[config.mk]
export PLATFORM = sky130hd
export DESIGN_NAME = pci_master_ctrl
export DESIGN_NICKNAME = d
export VERILOG_FILES = /design/src/rtl/pci_master_ctrl.sv
export SDC_FILE = /design/constraint.sdc
export NUM_CORES = 1
export LEC_CHECK = 0
export ABC_AREA = 1
export CELL_PAD_IN_SITES_DETAIL_PLACEMENT = 0
export CELL_PAD_IN_SITES_GLOBAL_PLACEMENT = 1
export CORE_MARGIN = 2
export CORE_UTILIZATION = 29
export CTS_CLUSTER_DIAMETER = 150
export CTS_CLUSTER_SIZE = 16
export DETAILED_ROUTE_END_ITERATION = 10
export PLACE_DENSITY = 0.85
export SLEW_MARGIN = 20
export SYNTH_ARGS = -nofsm -noshare
export SYNTH_HDL_FRONTEND = slang
export SYNTH_SLANG_ARGS = --single-unit
[constraint.sdc]
create_clock -name clk -period 1.9 [get_ports clk]
set_input_delay 0.285 -clock clk [delete_from_list [all_inputs] [get_ports clk]]
set_output_delay 0.285 -clock clk [all_outputs]
set_load 0.005 [all_outputs]
[src/rtl/pci_master_ctrl.sv]
// PCI initiator bus sequencer: runs one burst (address phase plus data phases) per host
// request. Handles normal completion, target disconnect/retry and master abort.
module pci_master_ctrl #(
    parameter int unsigned LEN_W          = 4,
    parameter int unsigned DEVSEL_TIMEOUT = 5
) (
    input  logic             clk,
    input  logic             rst,
    input  logic             req,
    input  logic [3:0]       cmd,
    input  logic [31:0]      addr,
    input  logic [LEN_W-1:0] len,
    input  logic [3:0]       byte_en_n,
    input  logic [31:0]      wdata,
    input  logic             devsel_n,
    input  logic             trdy_n,
    input  logic             stop_n,
    output logic             frame_n,
    output logic             irdy_n,
    output logic [3:0]       cbe_n,
    output logic [31:0]      ad_out,
    output logic             ad_oe,
    output logic             wdata_ack,
    output logic [31:0]      rdata,
    output logic             rdata_valid,
    input  logic [31:0]      ad_in,
    output logic             busy,
    output logic             done,
    output logic [1:0]       status,
    output logic [LEN_W:0]   xfer_count
);

    localparam int unsigned CNT_W = LEN_W + 1;
    localparam int unsigned TMR_W = $clog2(DEVSEL_TIMEOUT + 1);

    typedef enum logic [2:0] {
        S_IDLE,
        S_ADDR,
        S_DATA,
        S_ABORT,
        S_TURN
    } state_t;

    state_t             state_q;
    logic               is_write_q;
    logic [LEN_W-1:0]   len_q;
    logic [CNT_W-1:0]   remaining_q;
    logic [TMR_W-1:0]   timer_q;
    logic               seen_q;
    logic               frame_q;
    logic               irdy_q;
    logic [3:0]         cbe_q;
    logic [31:0]        ad_q;
    logic               oe_q;
    logic [31:0]        rdata_q;
    logic               rvalid_q;
    logic               busy_q;
    logic               done_q;
    logic [1:0]         status_q;
    logic [CNT_W-1:0]   xfer_q;

    logic               in_data_c;
    logic               seen_c;
    logic               xfer_c;
    logic               cmpl_c;
    logic [CNT_W-1:0]   rem_after_c;
    logic [TMR_W-1:0]   timer_inc_c;
    logic               timer_hit_c;

    // Data-phase qualifiers; trdy/stop only count once the target has claimed the cycle.
    always_comb begin
        in_data_c   = (state_q == S_DATA);
        seen_c      = seen_q | ~devsel_n;
        xfer_c      = in_data_c & seen_c & ~trdy_n;
        cmpl_c      = in_data_c & seen_c & (~trdy_n | ~stop_n);
        rem_after_c = remaining_q;
        if (xfer_c) begin
            rem_after_c = remaining_q - CNT_W'(1);
        end
        timer_inc_c = timer_q + TMR_W'(1);
        timer_hit_c = (timer_inc_c == TMR_W'(DEVSEL_TIMEOUT));
    end

    always_ff @(posedge clk) begin
        if (rst) begin
            state_q     <= S_IDLE;
            is_write_q  <= 1'b0;
            len_q       <= '0;
            remaining_q <= '0;
            timer_q     <= '0;
            seen_q      <= 1'b0;
            frame_q     <= 1'b1;
            irdy_q      <= 1'b1;
            cbe_q       <= 4'hF;
            ad_q        <= '0;
            oe_q        <= 1'b0;
            rdata_q     <= '0;
            rvalid_q    <= 1'b0;
            busy_q      <= 1'b0;
            done_q      <= 1'b0;
            status_q    <= 2'b00;
            xfer_q      <= '0;
        end else begin
            done_q   <= 1'b0;
            rvalid_q <= 1'b0;
            case (state_q)
                S_IDLE: begin
                    if (req) begin
                        state_q    <= S_ADDR;
                        is_write_q <= cmd[0];
                        len_q      <= len;
                        xfer_q     <= '0;
                        status_q   <= 2'b00;
                        busy_q     <= 1'b1;
                        frame_q    <= 1'b0;
                        irdy_q     <= 1'b1;
                        cbe_q      <= cmd;
                        ad_q       <= addr;
                        oe_q       <= 1'b1;
                    end
                end
                S_ADDR: begin
                    state_q     <= S_DATA;
                    remaining_q <= CNT_W'(len_q) + CNT_W'(1);
                    timer_q     <= '0;
                    seen_q      <= 1'b0;
                    frame_q     <= (len_q == '0);
                    irdy_q      <= 1'b0;
                    cbe_q       <= byte_en_n;
                    oe_q        <= is_write_q;
                end
                S_DATA: begin
                    seen_q <= seen_c;
                    if (!seen_c) begin
                        timer_q <= timer_inc_c;
                        if (timer_hit_c) begin
                            state_q <= S_ABORT;
                            frame_q <= 1'b1;
                        end
                    end else begin
                        if (xfer_c) begin
                            xfer_q      <= xfer_q + CNT_W'(1);
                            remaining_q <= rem_after_c;
                            if (!is_write_q) begin
                                rdata_q  <= ad_in;
                                rvalid_q <= 1'b1;
                            end
                        end
                        // A completion with FRAME# already high is the final phase.
                        if (cmpl_c) begin
                            if (frame_q) begin
                                state_q  <= S_TURN;
                                frame_q  <= 1'b1;
                                irdy_q   <= 1'b1;
                                cbe_q    <= 4'hF;
                                oe_q     <= 1'b0;
                                done_q   <= 1'b1;
                                status_q <= (rem_after_c == '0) ? 2'b00 : 2'b01;
                            end else begin
                                frame_q <= ~stop_n | (rem_after_c == CNT_W'(1));
                            end
                        end
                    end
                end
                S_ABORT: begin
                    state_q  <= S_TURN;
                    frame_q  <= 1'b1;
                    irdy_q   <= 1'b1;
                    cbe_q    <= 4'hF;
                    oe_q     <= 1'b0;
                    done_q   <= 1'b1;
                    status_q <= 2'b10;
                end
                S_TURN: begin
                    state_q <= S_IDLE;
                    busy_q  <= 1'b0;
                end
                default: begin
                    state_q <= S_IDLE;
                end
            endcase
        end
    end

    // Write data and byte enables pass straight through during data phases so the host's
    // advance on wdata_ack lands on the very next phase.
    assign ad_out      = (in_data_c || state_q == S_ABORT) ? wdata : ad_q;
    assign cbe_n       = in_data_c ? byte_en_n : cbe_q;
    assign wdata_ack   = xfer_c & is_write_q;
    assign frame_n     = frame_q;
    assign irdy_n      = irdy_q;
    assign ad_oe       = oe_q;
    assign rdata       = rdata_q;
    assign rdata_valid = rvalid_q;
    assign busy        = busy_q;
    assign done        = done_q;
    assign status      = status_q;
    assign xfer_count  = xfer_q;

endmodule
==> impl_metrics.yaml <==
run_status:
  status: "complete, no violations"
hold_path:
  hp-class: "flip-flop to flip-flop"
  min_from: "ad_q[9]"
  hold_end: "ad_q[9]"
  min_path_cells: 2
global_routing:
  grt_max_degree: 57
  overflow: 0
  grt_pass1_wl_microns: 22200
  grt_usage_pct: 17.3
  antenna_found_initial: 0
  grt_pass1_vias: 4429
cts:
  cts_tree: "done"
  clock_latency_ns: 0.35
  root_buffer: "clkbuf_16"
  cts_buffers: 9
  cts_max_level: 3
  clockBufferDepth: 2
  cts.sink_count: 98
  holdBufCountCts: 0
  clk_pin_slew_ns: 0.06
power_and_ir_drop:
  peakVddDrop_uv: 562
  p_per_area_nw_per_um2: 1340
  total_leakage_power_nw: 3.12
placed_design:
  gp_congestion: 0.806
  place_area_sq_um: 6710
  io_buffers: 195
  hpwl_microns: 9980
drt:
  vias: 4690
  drc: 0
  routed_wirelength_microns: 14300
  first_iter_violations: 246
  ant_nets: 0
  post_drt_via_cell_ratio: 4.56
  wl_per_cell_microns: 13.9
  first_pass_iters: 4
synthesis:
  synth_async_sr_flop_share_pct: 0
  yosysWarnings: 0
  syn_inst: 620
  synth_top_family_by_area: "simple AND/OR/NAND/NOR gates"
  seq_area_frac_synth_pct: 44.7
  netlist_area_sq_um: 4380
  yosys.area_share.simple_pct: 21.7
  yosysTopAreaCellShare_pct: 44.7
  synth_seq_cells: 98
  synthAdderAreaFrac_pct: 1.71
  synth_top_cell_by_area: "dfxtp_1"
  synth_compound_area_share_pct: 21.3
  synth_area_per_cell_sq_um: 7.07
  ys_types: 30
  synth_mux_area_share_pct: 0
  syn-num-nets: 740
  synth_area_leaders: "dfxtp_1, o21ai_0, nand2_1"
  synthXorXnorAreaFrac_pct: 0.799
  synth_flop_cell: "dfxtp_1"
  synth_edf_count: 0
floorplan:
  fp.dieW_microns: 127
  die_height_microns: 127
  dieArea_sq_um: 16100
  initial_utilization_pct: 29.9
  rows: 44
  pin_count: 196
  core_sq_um: 14600
finish:
  drive_above_1_share_pct: 16.8
  fin_util_pct: 49.7
  syn_to_final_growth_pct: 66.0
  fin_nets: 959
  finalInstanceArea_sq_um: 7280
  diodes: 0
  layout_commonest_cell: "clkdlybuf4s50_1"
  mostFrequentLayoutCells: "clkdlybuf4s50_1, nand2_1, dfxtp_1, o21ai_0, nor2_1"
setup_path:
  critPathArrivalTime_ns: 1.59
  reg2reg_from: "state_q[2]"
  rrSetupSlack_ns: 0.02
  required_ns: 1.62
  critPathCaptureType: "output port"
  worst-path-max-fanout: 8
  start_kind: "flip-flop"
  reg2regPathDepth: 16
  path_class: "flip-flop to output port"
  r2r_end: "frame_n"
timing:
  tightest_slew_ns: 0.492
  hold_viol_final: 0
  hold_ws_ns: 0.449
  timing.final.crit_share_pct: 98.7
  slew_violations: 0
  max_freq_ghz: 0.533
  period_needed_ns: 1.88
  setup_viol: 0
  grt_setup_unrepaired: "true"
  slew_headroom_pct: 67.2
  tns_ns: 0
  fin_worst_skew_ns: 0.0100
job:
  maxCapViolCount: 0
-- registers in the layout, summed over array words and instances (netlist names), 2 cells and up --
signal	count
timer_q	3
state_q	3
rdata	32
status	2
xfer_count	5
cbe_q	4
remaining_q	5
ad_q	32
len_q	4
-- logic make-up after synthesis --
family / count (synthesis)
DFF: 98
xor gates and xnor gates: 4
adders and majority gates: 6
AOI/OAI and AO/OA: 180
buffers and inverters: 100
and+or+nand+nor: 232
-- final cells by class --
cell class	instances	area, sq um
clock inverters	6	90.1
fillers	1497	7360
flip-flops and latches	98	1970
multi-input cells	422	2120
inverters	65	244
well taps	184	230
clock buffers	10	229
repair buffers	243	2390
-- per-layer routing --
layer	global-route usage, %	vias up	wire (microns)
met5	0	-	0
met4	5.24	0	204
met3	6.75	13	1130
met2	28.1	128	6760
met1	21.2	2106	6200
li1	-	2443	-
-- through the flow --
step | cells | worst slack [ns] | power (mW)
after global routing | 1028 | -0.101 | 10.6
after detailed placement | 994 | -0.174 | 7.51
after floorplan | 620 | 0.286 | 5.27
after CTS | 1019 | -0.161 | 9.55
final | 1028 | 0.0250 | 9.77
after global placement | 994 | -0.190 | 7.47
-- where the power goes --
part,leakage [nW],total (mW),internal (mW),switching [mW]
registers,0.806,2.95,2.65,0.302
clock network,0.153,1.97,1.16,0.808
logic,2.16,4.85,2.36,2.49
-- how the worst max path moves through the flow --
stage	start	endpoint	slack, ns	cells after the start
CTS	state_q[0]	cbe_n[0]	-0.16	6
floorplan	state_q[2]	ad_out[0]	0.29	8
global route	state_q[2]	frame_n	-0.10	16
detailed placement	devsel_n	wdata_ack	-0.17	5
global placement	devsel_n	wdata_ack	-0.19	5
finish	state_q[2]	ad_out[24]	0.02	10
-- repair_timing --
item / CTS / global route
setup buffers: 7 / 8
endpoints found under the setup margin: 37 / 48
cloned: 2 / 5
resized for setup: 91 / 123
pin swaps: 3 / 6
hold endpoints to repair: 0 / 0
-- critical path, stage by stage (launching register included) --
cell and delay (ns):
dfxtp_4 0.36, inv_2 0.06, nand2_2 0.05, inv_2 0.08, nand2_4 0.07, nand2_8 0.12
buf_6 0.13, clkbuf_16 0.14, nand2_2 0.04, o21ai_1 0.06, buf_2 0.13
-- Yosys cell counts, types with 2 or more instances --
master,n
nand4_1,2
buf_6,5
o21ai_1,5
nor2_4,2
a21oi_1,55
nand3_1,18
nor3_1,2
o21ai_0,107
nor2_1,82
inv_1,63
a31oi_1,4
inv_2,2
xnor2_1,2
xor2_1,2
nand2_1,114
buf_2,11
ha_1,6
a211oi_1,4
clkbuf_1,18
nor2_2,4
dfxtp_1,98
nor3b_1,3
nand2_2,4
Note: power is estimated with default switching activity, not from simulation.
